--- src/rtl/acc_pkg.sv ---
// Shared constants for the accumulator logic stage: opcodes and FSM state codes.
package acc_pkg;

    localparam logic [3:0] OP_NOP  = 4'd0;
    localparam logic [3:0] OP_CLR  = 4'd1;
    localparam logic [3:0] OP_LOAD = 4'd2;
    localparam logic [3:0] OP_AND  = 4'd3;
    localparam logic [3:0] OP_OR   = 4'd4;
    localparam logic [3:0] OP_XOR  = 4'd5;
    localparam logic [3:0] OP_NOT  = 4'd6;
    localparam logic [3:0] OP_ADD  = 4'd7;
    localparam logic [3:0] OP_SUB  = 4'd8;
    // Opcodes above this value are illegal.
    localparam logic [3:0] OP_LAST = OP_SUB;

    localparam logic [1:0] ST_IDLE = 2'd0;
    localparam logic [1:0] ST_HOLD = 2'd1;
    localparam logic [1:0] ST_ERR  = 2'd2;

endpackage

--- src/rtl/acc_logic_stage_if.sv ---
// Handshake and result bus of the accumulator stage; the sat field exists only
// when ACC_SAT_EN is defined.
interface acc_logic_stage_if #(
    parameter int WIDTH = 4
) ();

    logic             in_valid;
    logic             in_ready;
    logic [3:0]       opcode;
    logic [WIDTH-1:0] operand;
    logic             out_valid;
    logic             out_ready;
    logic [WIDTH-1:0] acc;
    logic             carry;
    logic             zero;
    logic             overflow;
    logic             error;
`ifdef ACC_SAT_EN
    logic             sat;
`endif

    modport master (
        output in_valid, opcode, operand, out_ready,
        input  in_ready, out_valid, acc, carry, zero, overflow, error
`ifdef ACC_SAT_EN
        , input sat
`endif
    );

    modport slave (
        input  in_valid, opcode, operand, out_ready,
        output in_ready, out_valid, acc, carry, zero, overflow, error
`ifdef ACC_SAT_EN
        , output sat
`endif
    );

endinterface

--- src/rtl/acc_gates.sv ---
// Bitwise gate modules (AND/OR/XOR/NOT) that feed the accumulator stage.
module gate_and4 #(parameter int W = 4) (
    input  logic [W-1:0] inputA,
    input  logic [W-1:0] inputB,
    output logic [W-1:0] y
);
    assign y = inputA & inputB;
endmodule

module gate_or4 #(parameter int W = 4) (
    input  logic [W-1:0] inputA,
    input  logic [W-1:0] inputB,
    output logic [W-1:0] y
);
    assign y = inputA | inputB;
endmodule

module gate_xor4 #(parameter int W = 4) (
    input  logic [W-1:0] inputA,
    input  logic [W-1:0] inputB,
    output logic [W-1:0] y
);
    assign y = inputA ^ inputB;
endmodule

module gate_not4 #(parameter int W = 4) (
    input  logic [W-1:0] inputA,
    output logic [W-1:0] y
);
    assign y = ~inputA;
endmodule

--- src/rtl/acc_logic_unit.sv ---
// Combinational next-accumulator and flag computation; ACC_SAT_EN enables
// clamping of ADD/SUB on carry/borrow.
module acc_logic_unit #(
    parameter int WIDTH = 4
) (
    input  logic [3:0]       opcode_i,
    input  logic [WIDTH-1:0] acc_i,
    input  logic [WIDTH-1:0] operand_i,
    output logic [WIDTH-1:0] acc_o,
    output logic             carry_o,
    output logic             overflow_o,
`ifdef ACC_SAT_EN
    output logic             sat_o,
`endif
    output logic             illegal_o
);
    import acc_pkg::*;

    logic [WIDTH-1:0] and_w, or_w, xor_w, not_w;
    logic [WIDTH:0]   sum_w, dif_w;

    gate_and4 #(.W(WIDTH)) u_and (.inputA(acc_i), .inputB(operand_i), .y(and_w));
    gate_or4  #(.W(WIDTH)) u_or  (.inputA(acc_i), .inputB(operand_i), .y(or_w));
    gate_xor4 #(.W(WIDTH)) u_xor (.inputA(acc_i), .inputB(operand_i), .y(xor_w));
    gate_not4 #(.W(WIDTH)) u_not (.inputA(acc_i), .y(not_w));

    // Bit WIDTH of the extended difference is the unsigned borrow.
    assign sum_w     = {1'b0, acc_i} + {1'b0, operand_i};
    assign dif_w     = {1'b0, acc_i} - {1'b0, operand_i};
    assign illegal_o = (opcode_i > OP_LAST);

    function automatic logic sign_ovf(input logic a, input logic b, input logic r,
                                      input logic sub);
        return (sub ? (a != b) : (a == b)) && (r != a);
    endfunction

    always_comb begin
        acc_o      = acc_i;
        carry_o    = 1'b0;
        overflow_o = 1'b0;
`ifdef ACC_SAT_EN
        sat_o      = 1'b0;
`endif
        case (opcode_i)
            OP_CLR:  acc_o = '0;
            OP_LOAD: acc_o = operand_i;
            OP_AND:  acc_o = and_w;
            OP_OR:   acc_o = or_w;
            OP_XOR:  acc_o = xor_w;
            OP_NOT:  acc_o = not_w;
            OP_ADD: begin
                acc_o      = sum_w[WIDTH-1:0];
                carry_o    = sum_w[WIDTH];
                overflow_o = sign_ovf(acc_i[WIDTH-1], operand_i[WIDTH-1],
                                      sum_w[WIDTH-1], 1'b0);
`ifdef ACC_SAT_EN
                if (sum_w[WIDTH]) begin
                    acc_o = '1;
                    sat_o = 1'b1;
                end
`endif
            end
            OP_SUB: begin
                acc_o      = dif_w[WIDTH-1:0];
                carry_o    = dif_w[WIDTH];
                overflow_o = sign_ovf(acc_i[WIDTH-1], operand_i[WIDTH-1],
                                      dif_w[WIDTH-1], 1'b1);
`ifdef ACC_SAT_EN
                if (dif_w[WIDTH]) begin
                    acc_o = '0;
                    sat_o = 1'b1;
                end
`endif
            end
            default: acc_o = acc_i;
        endcase
    end

endmodule

--- src/rtl/acc_logic_stage.sv ---
// Registered accumulator stage with valid/ready handshake and one-entry result
// buffer; ACC_SAT_EN adds saturating ADD/SUB and the sat flag.
module acc_logic_stage #(
    parameter int WIDTH = 4
) (
    input logic              clk,
    input logic              rst,
    acc_logic_stage_if.slave bus
);
    import acc_pkg::*;

    logic [1:0]       state_q, state_d;
    logic [WIDTH-1:0] acc_q, acc_d, nxt_acc;
    logic             carry_q, carry_d, nxt_carry;
    logic             ovf_q, ovf_d, nxt_ovf;
    logic             zero_q, zero_d;
    logic             err_q, err_d;
    logic             illegal, accept, pop, take;
`ifdef ACC_SAT_EN
    logic             sat_q, sat_d, nxt_sat;
`endif

    acc_logic_unit #(.WIDTH(WIDTH)) u_unit (
        .opcode_i   (bus.opcode),
        .acc_i      (acc_q),
        .operand_i  (bus.operand),
        .acc_o      (nxt_acc),
        .carry_o    (nxt_carry),
        .overflow_o (nxt_ovf),
`ifdef ACC_SAT_EN
        .sat_o      (nxt_sat),
`endif
        .illegal_o  (illegal)
    );

    assign bus.in_ready  = (state_q == ST_HOLD) ? bus.out_ready : 1'b1;
    assign bus.out_valid = (state_q != ST_IDLE);
    assign accept        = bus.in_valid & bus.in_ready;
    assign pop           = bus.out_valid & bus.out_ready;

    // In ERR only a CLR is taken; elsewhere any legal accepted opcode is.
    assign take = accept & ~illegal &
                  ((state_q != ST_ERR) | (bus.opcode == OP_CLR));

    always_comb begin
        state_d = state_q;
        acc_d   = acc_q;
        carry_d = carry_q;
        ovf_d   = ovf_q;
        zero_d  = zero_q;
        err_d   = err_q;
`ifdef ACC_SAT_EN
        sat_d   = sat_q;
`endif
        if (take) begin
            state_d = ST_HOLD;
            acc_d   = nxt_acc;
            carry_d = nxt_carry;
            ovf_d   = nxt_ovf;
            zero_d  = (nxt_acc == '0);
            err_d   = 1'b0;
`ifdef ACC_SAT_EN
            sat_d   = nxt_sat;
`endif
        end else if (accept && illegal && state_q != ST_ERR) begin
            state_d = ST_ERR;
            err_d   = 1'b1;
        end else if (state_q == ST_HOLD && pop) begin
            state_d = ST_IDLE;
        end else if (state_q != ST_HOLD && state_q != ST_ERR) begin
            state_d = ST_IDLE;
        end
    end

    always_ff @(posedge clk) begin
        if (rst) begin
            state_q <= ST_IDLE;
            acc_q   <= '0;
            carry_q <= 1'b0;
            ovf_q   <= 1'b0;
            zero_q  <= 1'b1;
            err_q   <= 1'b0;
`ifdef ACC_SAT_EN
            sat_q   <= 1'b0;
`endif
        end else begin
            state_q <= state_d;
            acc_q   <= acc_d;
            carry_q <= carry_d;
            ovf_q   <= ovf_d;
            zero_q  <= zero_d;
            err_q   <= err_d;
`ifdef ACC_SAT_EN
            sat_q   <= sat_d;
`endif
        end
    end

    assign bus.acc      = acc_q;
    assign bus.carry    = carry_q;
    assign bus.overflow = ovf_q;
    assign bus.zero     = zero_q;
    assign bus.error    = err_q;
`ifdef ACC_SAT_EN
    assign bus.sat      = sat_q;
`endif

endmodule
--- src/flat_wrapper.sv ---
// flat-port wrapper written by rule: the top's interface ports become plain ports
module acc_logic_stage_flat import acc_pkg::*;
#(
    parameter int WIDTH = 4
)
  (clk, rst, bus_in_valid, bus_opcode, bus_operand, bus_out_ready, bus_in_ready, bus_out_valid, bus_acc, bus_carry, bus_zero, bus_overflow, bus_error);
  acc_logic_stage_if #(.WIDTH(WIDTH)) bus_i ();
  input logic clk;
  input logic rst;
  input wire logic [$bits(bus_i.in_valid)-1:0] bus_in_valid;
  input wire logic [$bits(bus_i.opcode)-1:0] bus_opcode;
  input wire logic [$bits(bus_i.operand)-1:0] bus_operand;
  input wire logic [$bits(bus_i.out_ready)-1:0] bus_out_ready;
  output wire logic [$bits(bus_i.in_ready)-1:0] bus_in_ready;
  output wire logic [$bits(bus_i.out_valid)-1:0] bus_out_valid;
  output wire logic [$bits(bus_i.acc)-1:0] bus_acc;
  output wire logic [$bits(bus_i.carry)-1:0] bus_carry;
  output wire logic [$bits(bus_i.zero)-1:0] bus_zero;
  output wire logic [$bits(bus_i.overflow)-1:0] bus_overflow;
  output wire logic [$bits(bus_i.error)-1:0] bus_error;
  assign bus_i.in_valid = bus_in_valid;
  assign bus_i.opcode = bus_opcode;
  assign bus_i.operand = bus_operand;
  assign bus_i.out_ready = bus_out_ready;
  assign bus_in_ready = bus_i.in_ready;
  assign bus_out_valid = bus_i.out_valid;
  assign bus_acc = bus_i.acc;
  assign bus_carry = bus_i.carry;
  assign bus_zero = bus_i.zero;
  assign bus_overflow = bus_i.overflow;
  assign bus_error = bus_i.error;
  acc_logic_stage #(.WIDTH(WIDTH)) u_core (.clk(clk), .rst(rst), .bus(bus_i));
endmodule
--- config.mk ---
export PLATFORM = sky130hd
export DESIGN_NAME = acc_logic_stage_flat
export DESIGN_NICKNAME = d
export VERILOG_FILES = /design/src/rtl/acc_pkg.sv /design/src/rtl/acc_logic_stage_if.sv /design/src/rtl/acc_gates.sv /design/src/rtl/acc_logic_unit.sv /design/src/rtl/acc_logic_stage.sv /design/src/flat_wrapper.sv
export SDC_FILE = /design/constraint.sdc
export NUM_CORES = 1
export LEC_CHECK = 0
export ABC_AREA = 1
export CORE_MARGIN = 2
export CORE_UTILIZATION = 51
export DETAILED_ROUTE_END_ITERATION = 6
export PLACE_DENSITY_LB_ADDON = 0.2
export RECOVER_POWER = 100
export SLEW_MARGIN = 15
export SYNTH_ARGS = -nofsm -noshare
export SYNTH_HDL_FRONTEND = slang
export SYNTH_SLANG_ARGS = --single-unit
--- constraint.sdc ---
create_clock -name clk -period 2.4 [get_ports clk]
set_input_delay 0.36 -clock clk [delete_from_list [all_inputs] [get_ports clk]]
set_output_delay 0.36 -clock clk [all_outputs]
set_load 0.02 [all_outputs]
==> impl_metrics.csv <==
group,metric,value,unit
yosys,synth-seq-cells,10,
timing,tightest_slew,0.5990,ns
clock_network,cts-buffers-inserted,3,
setup_path,cp_slowest_cell,"dlygate4sd3_1",
timing,fin_crit,2.197,ns
yosys,postSynth.asyncResetShare,0,
route,num_vias,1236,
setup_path,arrival,2.37,ns
route,drcViolationCount,0,
setup_path,cp_top_family,"simple AND/OR/NAND/NOR gates",
global_routing,grt_overflow_total,0,
floorplanning,ioPinCount,22,
place,portBuffers,21,
cells_and_area,final_cell_area,0.001398,mm²
setup_path,critPathBufInv,2,
clock_network,cts_setup_buffers,0,
timing,totalNegativeSetupSlack,0,ns
setup_path,crit_top_cell,"nor2_1",
timing,max_slew_margin,0.5992,
yosys,yosysTopAreaCellShare,0.1794,
floorplanning,rows,17,
setup_path,worst-path-max-fanout,8,
clock_network,postCtsHoldBufs,0,
floorplanning,die_h,51.07,µm
setup_path,crit_type,"in2reg",
yosys,synth_top_flop_cell,"dfxtp_1",
yosys,syn_avg_cell_area,5.978,µm²
pwr,p_leak,0.7551,nW
clock_network,cts_tree,"built",
yosys,yosysWarnings,0,
clock_network,clockRootBuffer,"clkbuf_4",
cells_and_area,final_nets,241,
min_path,holdCritPathClass,"reg2reg",
setup_path,cpPeakStageDelay,0.62,ns
global_routing,antenna_found_initial,0,
clock_network,post_cts_resize_count,0,
route,drtAntennaViolNets,0,
clock_network,clock_path_buffers,2,
setup_path,cp-start-kind,"input pin",
flow_run,cap_violations,0,
yosys,yosysTopAreaCell,"nand2_1",
floorplanning,fp.dieW,51.07,µm
yosys,synth.most_common_cell,"nand2_1",
pwr,total_power,0.0005422,W
place,gp_congestion,0.9269,
clock_network,clk_latency,0.28,ns
route,first_pass_iters,4,
timing,clock.fmax,0.4553,GHz
pwr,power.density,388.0,mW/mm²
timing,skew,0.0002347,ns
global_routing,grt_max_degree,9,
cells_and_area,syn2layout_area_growth,23.70,%
floorplanning,coreArea,0.002148,mm²
timing,slew_violations,0,
setup_path,crit_path_end_kind,"flop",
floorplanning,start_util,0.5259,
yosys,synth.distinct_cells,24,
yosys,synth_nets,215,
global_routing,grt_pass1_vias,1124,
route,first_iter_violations,19,
setup_path,cp_cell_sequence,"dlygate4sd3_1 > nor2_1 > a21oi_2 > nor2_1 > nand2_2 > nand2_1 > inv_2 > a22o_1",
yosys,ys_top_cells_by_area,"nand2_1, dfxtp_1, ha_1, nand3_1, inv_1",
yosys,yosysSeqAreaShare,0.1772,
cells_and_area,antenna_cells,0,
place,detailed_place_hpwl,2288,µm
clock_network,cts.sinks,10,
timing,whs,0.4480,ns
route,routed_wl,2973,µm
global_routing,grtUsageTotal,0.2539,
timing,setup_viol,0,
timing,hold_viol,0,
route,wl_per_cell,12.29,µm
yosys,synthCells,189,
cells_and_area,layout-drive-gt1-share,0.1028,
timing,rsz0062_at_grt,"no",
yosys,synthTopCellsByCount,"nand2_1, inv_1, nand3_1",
setup_path,r2r_slack,0.50,ns
global_routing,grt_pass1_wl,4919,µm
yosys,synth_area,0.001130,mm²
route,via_per_inst,5.107,
clock_network,htree_num_levels,1,
clock_network,clk_pin_slew,0.07,ns
timing,finalCritPeriodShare,0.9152,
setup_path,required,2.57,ns
pwr,ir_drop,0.0004569,V
status,status,"finished, final reports clean",
place,placed_area,0.001371,mm²
yosys,synth_edf_count,0,
floorplanning,die-area,0.002608,mm²
-- final cells by class --
class	count	area [µm²]
repair buffers	22	217.7
fillers	210	750.7
inverters	34	127.6
well taps	28	35.03
clock buffers	4	36.28
flip-flops and latches	10	200.2
multi-input cells	144	780.7
-- sequential cells by signal, summed over array words and instances (netlist names) --
name,cells
u_core.bus.acc,4
u_core.bus.carry,1
u_core.bus.zero,1
u_core.state_q,2
u_core.bus.overflow,1
u_core.bus.error,1
-- cell usage in the layout, fill, tap and decap left out, types with 2 or more instances in the layout --
cell type / netlist / layout
nand2_2: 3 / 2
clkbuf_4: 0 / 3
nor2_2: 4 / 4
inv_1: 24 / 25
xor2_1: 2 / 2
dfxtp_1: 10 / 10
clkdlybuf4s50_1: 0 / 10
inv_2: 10 / 9
ha_1: 12 / 12
nand4_1: 2 / 2
dlygate4sd3_1: 0 / 11
fa_1: 2 / 2
nand3_1: 23 / 23
nand2_1: 54 / 55
o22ai_1: 2 / 2
o21ai_1: 5 / 5
nor2_1: 20 / 21
a21oi_1: 7 / 7
-- per-layer routing --
layer | up-vias | routed length [µm] | GRT usage
met5 | - | 0 | 0
met4 | 0 | 128 | 0.1441
met3 | 14 | 147 | 0.04386
met2 | 41 | 1336 | 0.4134
met1 | 537 | 1360 | 0.3140
li1 | 644 | - | -
-- path summary, 6_finish.rpt --
check / startpoint / endpoint / cells after the start
setup reg to reg: u_core.bus.acc[0] / u_core.bus.zero / 13
hold reg to reg: u_core.bus.error / u_core.bus.error / 2
setup / recovery: bus_opcode[0] / u_core.bus.carry / 8
hold / removal: u_core.bus.error / u_core.bus.error / 2
-- through the flow --
stage,utilization,std cells,setup WS [ns]
CTS,0.6552,242,0.3142
floorplan,-,189,0.5172
finish,0.6506,242,0.2034
global route,0.6506,242,0.08724
global placement,0.6383,238,0.08872
detailed placement,0.6383,238,0.03374
-- tightest hold or removal path, stage by stage (launching register included) --
cell     delay [ns]
dfxtp_1        0.31
inv_1          0.05
a21oi_1        0.05
-- cell families after synthesis --
| logic type | synth area share |
|---|---|
| AO/OA/AOI/OAI | 0.09192 |
| XOR/XNOR | 0.01551 |
| adder cells (fa/ha/maj) | 0.1683 |
| buffers and inverters | 0.1229 |
| flip-flops | 0.1772 |
| AND/OR/NAND/NOR | 0.4241 |
-- where the power goes --
part / internal [W] / total, W / switching [W]
clock network: 0.0000925 / 0.000158 / 0.0000654
registers: 0.000177 / 0.000186 / 0.00000968
logic: 0.0000766 / 0.000198 / 0.000121
Power figures use the tool's default switching activity.
==> variant 1, RTL diff (same settings) <==
`WIDTH` is set to 4 in 4 places; all go to 8.
--- a/src/rtl/acc_logic_stage_if.sv
+++ b/src/rtl/acc_logic_stage_if.sv
@@ -1,7 +1,7 @@
 // Handshake and result bus of the accumulator stage; the sat field exists only
 // when ACC_SAT_EN is defined.
 interface acc_logic_stage_if #(
-    parameter int WIDTH = 4
+    parameter int WIDTH = 8
 ) ();
 
     logic             in_valid;
--- a/src/rtl/acc_logic_unit.sv
+++ b/src/rtl/acc_logic_unit.sv
@@ -1,7 +1,7 @@
 // Combinational next-accumulator and flag computation; ACC_SAT_EN enables
 // clamping of ADD/SUB on carry/borrow.
 module acc_logic_unit #(
-    parameter int WIDTH = 4
+    parameter int WIDTH = 8
 ) (
     input  logic [3:0]       opcode_i,
     input  logic [WIDTH-1:0] acc_i,
--- a/src/rtl/acc_logic_stage.sv
+++ b/src/rtl/acc_logic_stage.sv
@@ -1,7 +1,7 @@
 // Registered accumulator stage with valid/ready handshake and one-entry result
 // buffer; ACC_SAT_EN adds saturating ADD/SUB and the sat flag.
 module acc_logic_stage #(
-    parameter int WIDTH = 4
+    parameter int WIDTH = 8
 ) (
     input logic              clk,
     input logic              rst,
--- a/src/flat_wrapper.sv
+++ b/src/flat_wrapper.sv
@@ -1,7 +1,7 @@
 // flat-port wrapper written by rule: the top's interface ports become plain ports
 module acc_logic_stage_flat import acc_pkg::*;
 #(
-    parameter int WIDTH = 4
+    parameter int WIDTH = 8
 )
   (clk, rst, bus_in_valid, bus_opcode, bus_operand, bus_out_ready, bus_in_ready, bus_out_valid, bus_acc, bus_carry, bus_zero, bus_overflow, bus_error);
   acc_logic_stage_if #(.WIDTH(WIDTH)) bus_i ();
Ports: changed (resized bus_acc and bus_operand); port bits go from 22 to 30. The function was not compared with the original's and may differ.
==> variant 1 against the unedited design <==
Wire length is 110% higher; cell area is 86% higher; sequential cell count is 4 higher; sequential power is 42% higher; synthesized cell count is 86% higher; total power is 70% higher; critical path depth is 7 higher; area after synthesis is 78% higher; setup slack worse by 0.088 ns; largest power group unchanged; highest routed layer unchanged.
==> variant 1: results <==
set metrics [dict create \
    outcome "completed" \
    dp_slack_ns -0.115 \
    synth-seq-area-share_pct 13.9 \
    grt_max_degree 11 \
    clock_latency_ns 0.25 \
    fillers 341 \
    vias 2430 \
    r2r-start "u_core.bus.acc[1]" \
    critPathMaxStageDelay_ns 0.50 \
    synth_xor_area_share_pct 0.871 \
    firstDrtPassIters 5 \
    p_leak_uw 0.00138 \
    vdd_ir_drop_max_mv 0.271 \
    register_area_um2 280 \
    crit_path_max_fanout 3 \
    hpwl_um 5150 \
    largest_register_ffs 8 \
    synthTopCellsByCount "101 x nand2_1, 54 x inv_1, 50 x nand3_1" \
    grt_pass1_wl_um 10500 \
    switching_power_uw 362 \
    cpMaxStageDelayCell "clkdlybuf4s50_1" \
    drive_above_1_share_pct 11.8 \
    synth_compound_area_share_pct 10.4 \
    finClkSkew_ns 0.00650 \
    crit_start "bus_operand[0]" \
    drt_iter0_drc 239 \
    grt_usage_pct 31.5 \
    synth_fa_ha_area_share_pct 17.5 \
    avgSynthCellArea_um2 5.73 \
    portBuffers 29 \
    gp_congestion 0.977 \
    min_period_ns 2.28 \
]
==> variant 1: cell types whose count changed in the layout (fill, tap and decap cells not counted), moves of 5 or more <==
| cell | delta |
|---|---|
| nand3_1 | +27 |
| ha_1 | +13 |
| o21ai_0 | +18 |
| inv_1 | +29 |
| dlygate4sd3_1 | +5 |
| nand2_1 | +46 |
| buf_4 | +27 |
| nor2_1 | +12 |
==> variant 1: final cells by class <==
type / count / area share [%]
Timing Repair Buffer: 59 / 19.5
Sequential cell: 14 / 10.8
Tap cell: 48 / 2.31
Clock buffer: 4 / 2.12
Inverter: 59 / 8.52
Multi-Input combinational cell: 272 / 56.7
==> variant 1: worst max-delay path, delay by kind of cell <==
kind / cells / cell delay (ns)
AND/OR/NAND/NOR: 9 / 0.81
buffers and inverters: 3 / 0.63
adder cells (fa/ha/maj): 2 / 0.57
AO/OA/AOI/OAI: 1 / 0.12
==> variant 1: routing by layer <==
metal | share of wire, % | vias up | global-route usage [%]
li1 | - | 1233 | -
met1 | 43 | 1049 | 41.2
met2 | 45 | 134 | 52.3
met3 | 9.5 | 14 | 4.73
met4 | 2.4 | 0 | 11.5
met5 | 0 | - | 0
==> variant 1: worst min-delay path by stage <==
stage                              to  cells past startpoint
floorplan           u_core.state_q[0]                      1
global placement     u_core.bus.error                      2
detailed placement   u_core.bus.error                      2
CTS                  u_core.bus.error                      2
global route         u_core.bus.error                      2
finish               u_core.bus.error                      2
==> variant 1: power by group through the flow <==
stage	Combinational, uW	Clock [uW]	Sequential, uW
2_1_floorplan	227	0	283
3_3_place_gp	414	0	269
3_5_place_dp	415	0	269
4_1_cts	419	251	264
5_1_grt	461	253	266
6_report	417	243	264
==> variant 2, RTL diff (same flow settings) <==
Without the edit above. Make the reset (`rst`) asynchronous in one clocked block.
--- a/src/rtl/acc_logic_stage.sv
+++ b/src/rtl/acc_logic_stage.sv
@@ -72,7 +72,7 @@
         end
     end
 
-    always_ff @(posedge clk) begin
+    always_ff @(posedge clk or posedge rst) begin
         if (rst) begin
             state_q <= ST_IDLE;
             acc_q   <= '0;
Check against the original RTL: differs if rst is asserted again (counterexample within 4 cycles, from zero or initial values and one cycle with rst high); with rst held inactive, the same outputs for 10 cycles.
==> variant 2 against the unedited design <==
Area after synthesis is 2.1% higher; clock skew rose by 0.0012 ns; wire length is 3.0% higher; highest routed layer unchanged; final cell count down 2.9%; sequential cell count unchanged; largest cell class unchanged; cell area increased by 3.8%; setup slack improved by 0.037 ns.
Power is not compared: it rests on default switching activity, and its combinational part moved more than twofold at a synthesized area within 25%.
==> variant 2: results <==
set metrics [dict create \
    wl_met2_um 1440 \
    finClkSkew_ns 0.00147 \
    nets 234 \
    clock_area_share_pct 2.50 \
    vias 1211 \
    dp_slack_ns 0.00695 \
    ff2ff_path_depth 10 \
    register_area_um2 251 \
    dr_wl_met3_um 183 \
    grtUsageMet2_pct 41.9 \
    critPathArrivalTime_ns 2.32 \
    syn_area_um2 1150 \
    grt_max_degree 13 \
    fillers 230 \
    timing.rr.end "u_core.bus.zero" \
    drt-met1-wl_um 1410 \
    r2r-start "u_core.bus.acc[1]" \
    netlist_instances 180 \
    synth_fa_ha_area_share_pct 16.5 \
    via_per_inst 5.15 \
    n_all_inverters 28 \
    outcome "completed" \
    rrSetupSlack_ns 0.42 \
    synthTopCellsByCount "42 x nand2_1, 28 x nand3_1, 27 x inv_1" \
    grt_usage_pct 25.5 \
    multi_input_gates 140 \
    min-delay-start "u_core.bus.zero" \
    critPathMaxStageDelay_ns 0.57 \
    slew_headroom_pct 74.0 \
    gr-usage-met3_pct 5.17 \
    hold_ws_ns 0.482 \
    crit_path_max_fanout 6 \
    worstHoldEndpoint "u_core.bus.zero" \
    synth_nets 206 \
    async_flop_share_pct 100 \
    synth_compound_area_share_pct 9.33 \
    buffers_excl_clock 25 \
    hpwl_um 2480 \
    gp_congestion 0.916 \
    buf_share_pct 16.6 \
    grt_pass1_vias 1136 \
    yosys-top-cells-area "dfrtp_1 20%, nand2_1 14%, ha_1 13%" \
    wl_um 3060 \
    synth_cell_types 25 \
    dpl_cell_area_um2 1420 \
    synth-seq-area-share_pct 21.8 \
    crit_family "buffers and inverters" \
    use_met1_pct 34.3 \
    min_period_ns 2.16 \
    drive_above_1_share_pct 9.18 \
]
variant 2: cell types whose count changed in the layout (fill, tap and decap cells not counted), sizes merged, moves of 3 or more:
cell,delta
o21ai,+5
inv,-6
dfxtp,-10
dfrtp,+9
nand2,-13
nand3,+5
buf,+3
variant 2: worst register-to-register path, delay by kind of cell, from the launching register on:
kind                     cells  cell delay [ns]
flip-flops                   1             0.49
adder cells (fa/ha/maj)      1             0.45
buffers and inverters        1             0.17
AND/OR/NAND/NOR              8             0.82
variant 2: cell families (layout without fill, tap and decap cells):
kind of cell	count (synthesis)	count (layout)
XOR/XNOR	1	1
AND/OR/NAND/NOR	106	106
flip-flops	10	10
AO/OA/AOI/OAI	19	19
buffers and inverters	30	57
adder cells (fa/ha/maj)	14	14
variant 2: power by group through the flow:
stage	combinational [uW]	sequential, uW	clock [uW]
finish	757	314	154
global route	856	326	165
CTS	784	319	158
detailed placement	781	319	0
global placement	761	318	0
floorplan	442	374	0
